--- config.mk ---
export PLATFORM = sky130hd
export DESIGN_NAME = mux_scan_sequencer
export DESIGN_NICKNAME = d
export VERILOG_FILES = /design/src/rtl/mux_scan_sequencer.sv
export SDC_FILE = /design/constraint.sdc
export NUM_CORES = 1
export LEC_CHECK = 0
export CAP_MARGIN = 20
export CORE_AREA = 2 2 75 77
export DETAILED_ROUTE_END_ITERATION = 16
export DIE_AREA = 0 0 77 79
export HOLD_SLACK_MARGIN = 0.02
export PLACE_DENSITY = 0.89
export SLEW_MARGIN = 20
export SYNTH_ARGS = -nofsm -noshare
export SYNTH_HDL_FRONTEND = slang
export SYNTH_SLANG_ARGS = --single-unit
--- constraint.sdc ---
create_clock -name Clk -period 2.9 [get_ports Clk]
set_clock_uncertainty 0.2 [all_clocks]
set_input_delay 0.435 -clock Clk [delete_from_list [all_inputs] [get_ports Clk]]
set_output_delay 0.435 -clock Clk [all_outputs]
set_load 0.03 [all_outputs]
--- src/rtl/mux_scan_sequencer.sv ---
// Channel-scan sequencer for a 16:1 mux: steps Sel through 0..LastCh, captures each
// channel's data and offers it downstream on a valid/ready handshake tagged with its channel.
module mux_scan_sequencer #(
    parameter int unsigned CH_BITS = 4,
    parameter int unsigned DATA_W  = 8,
    parameter int unsigned DWELL_W = 24
) (
    input  logic               Clk,
    input  logic               Rst_n,
    input  logic               Enable,
    input  logic               Mode,
    input  logic               Step,
    input  logic [DWELL_W-1:0] Dwell,
    input  logic [CH_BITS-1:0] LastCh,
    input  logic [DATA_W-1:0]  MuxData,
    output logic [CH_BITS-1:0] Sel,
    output logic [DATA_W-1:0]  SampleData,
    output logic [CH_BITS-1:0] SampleCh,
    output logic               SampleValid,
    input  logic               SampleReady,
    output logic               Wrap
);

    typedef enum logic [1:0] {IDLE, SETTLE, OFFER, DWELL} state_t;

    state_t             state;
    state_t             state_next;
    logic [DWELL_W-1:0] count;
    logic               advance;
    logic               accept;

    always_ff @(posedge Clk or negedge Rst_n) begin
        if (!Rst_n) begin
            state <= IDLE;
        end else begin
            state <= state_next;
        end
    end

    // Auto advance fires once the count has run down to zero, so DWELL lasts
    // max(Dwell,1)+1 cycles and a channel takes Dwell+3 cycles with Ready tied high.
    always_comb begin
        state_next = state;
        advance    = 1'b0;
        accept     = 1'b0;
        unique case (state)
            IDLE: begin
                if (Enable) state_next = SETTLE;
            end
            SETTLE: begin
                state_next = OFFER;
            end
            OFFER: begin
                if (SampleReady) begin
                    accept     = 1'b1;
                    state_next = DWELL;
                end
            end
            DWELL: begin
                if (!Enable) begin
                    state_next = IDLE;
                end else if (Mode ? Step : (count == '0)) begin
                    advance    = 1'b1;
                    state_next = SETTLE;
                end
            end
            default: state_next = IDLE;
        endcase
    end

    always_comb begin
        SampleValid = (state == OFFER);
    end

    always_ff @(posedge Clk or negedge Rst_n) begin
        if (!Rst_n) begin
            Sel        <= '0;
            SampleData <= '0;
            SampleCh   <= '0;
            Wrap       <= 1'b0;
            count      <= '0;
        end else begin
            Wrap <= 1'b0;

            if (state == SETTLE) begin
                SampleData <= MuxData;
                SampleCh   <= Sel;
            end

            if (accept) begin
                count <= (Dwell == '0) ? DWELL_W'(1) : Dwell;
            end else if (state == DWELL && Enable && !Mode && count != '0) begin
                count <= count - DWELL_W'(1);
            end

            // A LastCh lowered below the current channel wraps on the next advance.
            if (advance) begin
                if (Sel >= LastCh) begin
                    Sel  <= '0;
                    Wrap <= 1'b1;
                end else begin
                    Sel <= Sel + CH_BITS'(1);
                end
            end
        end
    end

endmodule
==> flow_metrics.tcl, run 1 <==
set metrics [dict create \
    status "finished clean" \
    setup_total_negative_slack_ps 0 \
    yosys_warnings 0 \
    tritoncts "built" \
    rr_worst_depth 7 \
    gr-usage-all-layers_pct 21.06 \
    die-height_um 79 \
    drc 0 \
    netlist_area_um2 2575 \
    die_w_um 77 \
    place_inst 386 \
    layout_worst_path_cycle_share_pct 90.78 \
    final_cell_area_um2 3318 \
    timing.critical_path.slowest_stage_cell "o21ai_2" \
    clk_pin_slew_worst_paths_ps 80 \
    vdd_ir_drop_max_mv 0.4200 \
    dr.first_iter.drc_count 170 \
    grt_pass1_wl_um 10410 \
    via_count_of_the_first_global_routing_pass 2310 \
    antenna_cells 0 \
    routedWlPerCell_um 15.55 \
    synth_cells 260 \
    slew-limit-headroom_pct 37.30 \
    hold_bufs_at_cts 0 \
    yosys.area_share.simple_pct 23.42 \
    dp_hpwl_um 4580 \
    timing.fmax_ghz 0.3799 \
    grt_overflow_total 0 \
    synth-adder-area-share_pct 5.831 \
    dr.pass1.iters 4 \
    ioPinCount 60 \
    ant_nets 0 \
    synth_mux_area_share_pct 6.074 \
    synth_cell_types 52 \
    finalWirelength_um 6112 \
    final_common_cell "clkdlybuf4s50_1" \
    main_combinational_cell_family_by_area_after_synthesis "simple AND/OR/NAND/NOR gates" \
    rsz0062_at_grt "no" \
    final_layout_worst_hold_slack_ps 73.75 \
    gpl.final_weighted_congestion 0.8841 \
    core_ar_um2 5338 \
    dominantRegCellSynth "dfrtp_1" \
    cts-buffers-inserted 5 \
    mean_area_per_synthesized_cell_um2 9.904 \
    startpoint_type "flip-flop" \
    initial_utilization_pct 48.24 \
    flop_and_latch_count_out_of_synthesis 43 \
    crit_fanout 14 \
    dpl-instance-area_um2 3231 \
    floorplan.rows 27 \
    route.detailed.vias_per_inst 5.896 \
    grt_max_degree 44 \
    cp.required_ps 2930 \
    crit_chain "inv_1 > ha_1 > nor4b_1 > nand4_1 > o21ai_2 > o21ai_0 > a31oi_1" \
    insertion_delay_ps 300 \
    critical_path.endpoint_type "flip-flop" \
    post-route-min-period_ps 2632 \
    io_buffer_count 59 \
    critPathMaxStageDelay_ps 590 \
    max_cap_violations 0 \
    post_synth_xor_area_fraction_pct 1.361 \
    detailroute.via_count 2317 \
    instances_no_fill 393 \
    cts_buffer_depth 2 \
    design.final.nets 375 \
    finalCoreUtilization_pct 62.17 \
    fp.dieArea_um2 6083 \
    yosysSeqAreaShare_pct 41.79 \
    worst_hold_path_type "primary input to asynchronous set/reset pin" \
    worst-slew-pin-transition_ps 940.4 \
    timing_worst_setup_path_type "flip-flop to flip-flop" \
    critical_path.reg2reg.startpoint "count[0]$_DFFE_PN0P_" \
    syn_to_layout_area_delta_pct 28.86 \
    final-hold-violation-count 0 \
    clockRootBuffer "clkbuf_8" \
    synth-edff-count 0 \
    final-setup-viol-count 0 \
    cts.repair.resized 0 \
    synth_nets 314 \
    worst_setup_startpoint "count[0]$_DFFE_PN0P_" \
    power.static_leakage_nw 1.278 \
    layout_cell_share_with_drive_strength_beyond_1_pct 14.02 \
    grt_antenna_before_repair 0 \
    power_density_normalized_to_cell_area_nw_per_um2 905.5 \
    most-common-layout-cells "58 x clkdlybuf4s50_1, 43 x dfrtp_1, 21 x nor2_1" \
    synth_compound_gate_area_share_pct 17.40 \
    maxSlewViolCount 0 \
    post-cts-setup-buffer-count 0 \
    htree_num_levels 2 \
    async_reset_ff_share_pct 100.0 \
    timing.critical_path.arrival_ps 2660 \
    cts.sink_count 43 \
]
## synth_stat cells (2+ instances only)
cell	n	share of area (%)
dfrtp_1	43	42
nor2_1	21	3.1
nand2_1	16	2.3
inv_1	15	2.2
mux2_2	13	5.7
a31oi_1	12	2.9
ha_1	12	5.8
o31ai_1	9	2.6
nand3_1	8	1.6
o211ai_1	8	2.3
o21ai_0	8	1.6
nor4_1	7	1.7
or3_1	7	1.7
or4_1	7	2.0
a21oi_1	5	0.97
clkbuf_1	5	0.73
nand4_1	5	1.2
o311ai_0	5	1.7
or4_2	5	1.7
nor3_1	4	0.78
o21a_1	3	0.87
or3_2	3	0.87
xor2_1	3	1.0
a221o_1	2	0.78
and2_1	2	0.49
and3_1	2	0.49
buf_6	2	0.87
nand3b_1	2	0.58
nor4b_1	2	0.68
o21ai_4	2	1.3
## report_power, final
| group | switching [mW] | internal [mW] | total, mW |
|---|---|---|---|
| sequential | 0.270 | 0.888 | 1.16 |
| combinational | 0.782 | 0.670 | 1.45 |
| clock | 0.208 | 0.187 | 0.395 |
## cells by family after synthesis
| family | count (synthesis) |
|---|---|
| flops | 43 |
| simple gates | 102 |
| fa+ha+maj | 12 |
| mux | 14 |
| xor+xnor | 4 |
| compound gates | 61 |
| buf+inv | 24 |
## metal layers
metal	wire [µm]	global-route usage, %	up-vias	part of all wire [%]
met3	422	4.545	5	6.9
met1	2747	27.14	1098	45
met5	0	0	-	0
li1	-	-	1116	-
met2	2897	35.79	98	47
met4	45	6.429	0	0.74
## layout make-up
type / instances / area, µm²
clock inverter: 1 / 5.005
tap: 72 / 90.09
clock buffer: 6 / 82.58
inverter: 15 / 56.30
sequential: 43 / 1076
timing repair buffer: 63 / 615.6
fill: 465 / 2019
multi-input combinational: 193 / 1393
## final timing paths
kind / to / slack, ps
max: count[17]$_DFFE_PN0P_ / 270
min reg2reg: SampleData[5]$_DFFE_PN0N_ / 310
min: count[5]$_DFFE_PN0P_ / 70
max reg2reg: count[17]$_DFFE_PN0P_ / 270
max in group asynchronous: count[23]$_DFFE_PN0P_ / 1840
min in group Clk: SampleData[5]$_DFFE_PN0N_ / 310
## per-stage QoR
step                      power [mW]  worst slack (ps)
final                          3.005             267.5
after global placement         2.550             298.0
after detailed placement       2.617             229.0
after floorplan                2.086             503.5
after global routing           3.220             68.24
after CTS                      3.011             315.6
## critical path, delay by kind of cell, from the launching register on
family | cells | cell delay, ps
flip-flops | 1 | 380
AO/OA/AOI/OAI | 3 | 950
adder cells (fa/ha/maj) | 1 | 180
AND/OR/NAND/NOR | 2 | 710
buffers and inverters | 1 | 130
## registers in the layout (all words and copies together), names as in the netlist
name        count
SampleData      8
Sel             4
SampleCh        4
count          24
Wrap            1
state           2
Power figures use the tool's default switching activity.
==> run 2, diff against run 1 <==
--- a/config.mk
+++ b/config.mk
@@ -6,11 +6,11 @@
 export NUM_CORES = 1
 export LEC_CHECK = 0
 export CAP_MARGIN = 20
-export CORE_AREA = 2 2 75 77
+export CORE_AREA = 2 2 84 86
 export DETAILED_ROUTE_END_ITERATION = 16
-export DIE_AREA = 0 0 77 79
+export DIE_AREA = 0 0 86 88
 export HOLD_SLACK_MARGIN = 0.02
-export PLACE_DENSITY = 0.89
+export PLACE_DENSITY = 0.75
 export SLEW_MARGIN = 20
 export SYNTH_ARGS = -nofsm -noshare
 export SYNTH_HDL_FRONTEND = slang
==> run 2 against run 1 <==
Compared with the run above: register-to-register slack better by 30 ps; total power is 2.8% higher; design area is 2.0% higher; die area is 24% higher; first-iteration DRC count is 19% lower; clock power is 22% higher; final cell count is 3.1% higher; sequential power hardly changed; count of clock-buffer cells in the layout stayed put; highest routed layer unchanged.
==> flow_metrics.tcl, run 2 (same netlist as run 1, synthesis figures left out) <==
set metrics [dict create \
    worst_hold_path_type "flip-flop to flip-flop" \
    largest_register_ff_count 24 \
    cts-buffers-inserted 5 \
    cp.required_ps 2910 \
    rr_worst_depth 6 \
    reg2reg_slack_ps 300 \
    io_buffer_count 59 \
    clk_pin_slew_worst_paths_ps 80 \
    routedWlPerCell_um 15.18 \
    dr.first_iter.drc_count 138 \
    worstReg2RegEnd "count[10]$_DFFE_PN0P_" \
    vdd_ir_drop_max_mv 0.3316 \
    status "finished clean" \
    startpoint_type "flip-flop" \
    design.final.nets 378 \
    tritoncts "built" \
    slew-limit-headroom_pct 56.15 \
    cts.repair.resized 0 \
    setup_total_negative_slack_ps 0 \
    totalPowerFinal_mw 3.088 \
    cts_buffer_depth 2 \
    floorplan.rows 30 \
    gr-usage-all-layers_pct 16.59 \
    gpl.final_weighted_congestion 0.8514 \
    initial_utilization_pct 38.76 \
    worst-slew-pin-transition_ps 654.7 \
    finalWirelength_um 6148 \
    via_count_of_the_first_global_routing_pass 2255 \
    grt_antenna_before_repair 0 \
    num-fill-cells 598 \
    grt_max_degree 44 \
    largest_register "count" \
    dr.pass1.iters 4 \
    min_path_cells 1 \
    route.detailed.vias_per_inst 5.701 \
    drc 0 \
    final-setup-viol-count 0 \
    most-common-layout-cells "58 x clkdlybuf4s50_1, 43 x dfrtp_1, 21 x nor2_1" \
    cts.sink_count 43 \
    insertion_delay_ps 290 \
    post-route-min-period_ps 2598 \
    syn_to_layout_area_delta_pct 31.49 \
    final_layout_worst_hold_slack_ps 308.8 \
    die-height_um 88 \
    crit_fanout 13 \
    max_cap_violations 0 \
    hold_start "SampleCh[0]$_DFFE_PN0N_" \
    maxSlewViolCount 0 \
    layout_worst_path_cycle_share_pct 89.58 \
    detailroute.via_count 2309 \
    dp_hpwl_um 4646 \
    critical_path.endpoint_type "flip-flop" \
    htree_num_levels 2 \
    worst_hold_path.endpoint "SampleCh[0]$_DFFE_PN0N_" \
    timing.critical_path.arrival_ps 2610 \
    rsz0062_at_grt "no" \
    reg.largest.list "count x24, SampleData x8" \
    power_density_normalized_to_cell_area_nw_per_um2 912.1 \
    timing_worst_setup_path_type "flip-flop to flip-flop" \
    die_w_um 86 \
    antenna_cells 0 \
    grt_pass1_wl_um 10080 \
    ant_nets 0 \
    core_ar_um2 6644 \
    final-hold-violation-count 0 \
    grt_overflow_total 0 \
    dp_worst_setup_slack_ps 243.5 \
    layout_cell_share_with_drive_strength_beyond_1_pct 14.77 \
    fp.dieArea_um2 7568 \
    timing.fmax_ghz 0.3849 \
    clockRootBuffer "clkbuf_8" \
    final_common_cell "clkdlybuf4s50_1" \
    postLayoutSetupSlackWorst_ps 302.2 \
    ioPinCount 60 \
    critical_path.reg2reg.startpoint "count[12]$_DFFE_PN0P_" \
    power.static_leakage_nw 1.308 \
]
==> run 2: cell types whose count changed in the layout (fill, tap and decap cells not counted), sizes merged <==
cell / before / now
bufinv: 0 / 1
dlygate4sd3: 0 / 1
buf: 5 / 7
==> run 2: layout make-up <==
cell class / count / area, µm² / area share [%]
Multi-Input combinational cell: 193 / 1393 / 41.13
Tap cell: 80 / 100.1 / 2.956
Timing Repair Buffer: 66 / 643.1 / 18.99
Inverter: 15 / 56.30 / 1.663
Clock inverter: 2 / 35.03 / 1.035
Sequential cell: 43 / 1076 / 31.78
Clock buffer: 6 / 82.58 / 2.439
==> run 2: worst max path at each step <==
stage / end / start
finish: count[10]$_DFFE_PN0P_ / count[12]$_DFFE_PN0P_
global route: count[17]$_DFFE_PN0P_ / count[6]$_DFFE_PN0P_
CTS: count[10]$_DFFE_PN0P_ / count[12]$_DFFE_PN0P_
detailed placement: count[11]$_DFFE_PN0P_ / Enable
global placement: count[11]$_DFFE_PN0P_ / Enable
floorplan: count[22]$_DFFE_PN0P_ / count[12]$_DFFE_PN0P_
==> run 2: critical path, cell delays in order, from the launching register on <==
cell and delay, ps:
dfrtp_1 410, or4_4 550, or3_1 520, o21ai_4 360
buf_4 210, o31ai_1 80, a31oi_1 180
==> run 2: repair_timing <==
action,CTS,global route
setup buffers,0,0
hold buffers,0,1
endpoints found under the hold margin,0,43
==> run 2: per-layer routing <==
layer	routed length, µm	GRT usage (%)	up-vias
li1	-	-	1122
met5	0	0	-
met2	2933	28.47	61
met3	258	3.393	11
met1	2841	20.84	1115
met4	114	5.772	0
==> run 2: power breakdown <==
part	switching, mW	internal, mW	total (mW)
registers	0.268	0.888	1.16
clock network	0.204	0.279	0.483
logic	0.775	0.674	1.45
total	1.25	1.84	3.09
==> run 2: per-stage QoR <==
| stage | util, % | instances | cell area, µm² |
|---|---|---|---|
| after CTS | 50.77 | 404 | 3373 |
| final | 50.96 | 405 | 3386 |
| after global routing | 50.96 | 405 | 3386 |
| after floorplan | - | 260 | 2575 |
| after detailed placement | 49.00 | 396 | 3256 |
| after global placement | 49.00 | 396 | 3256 |
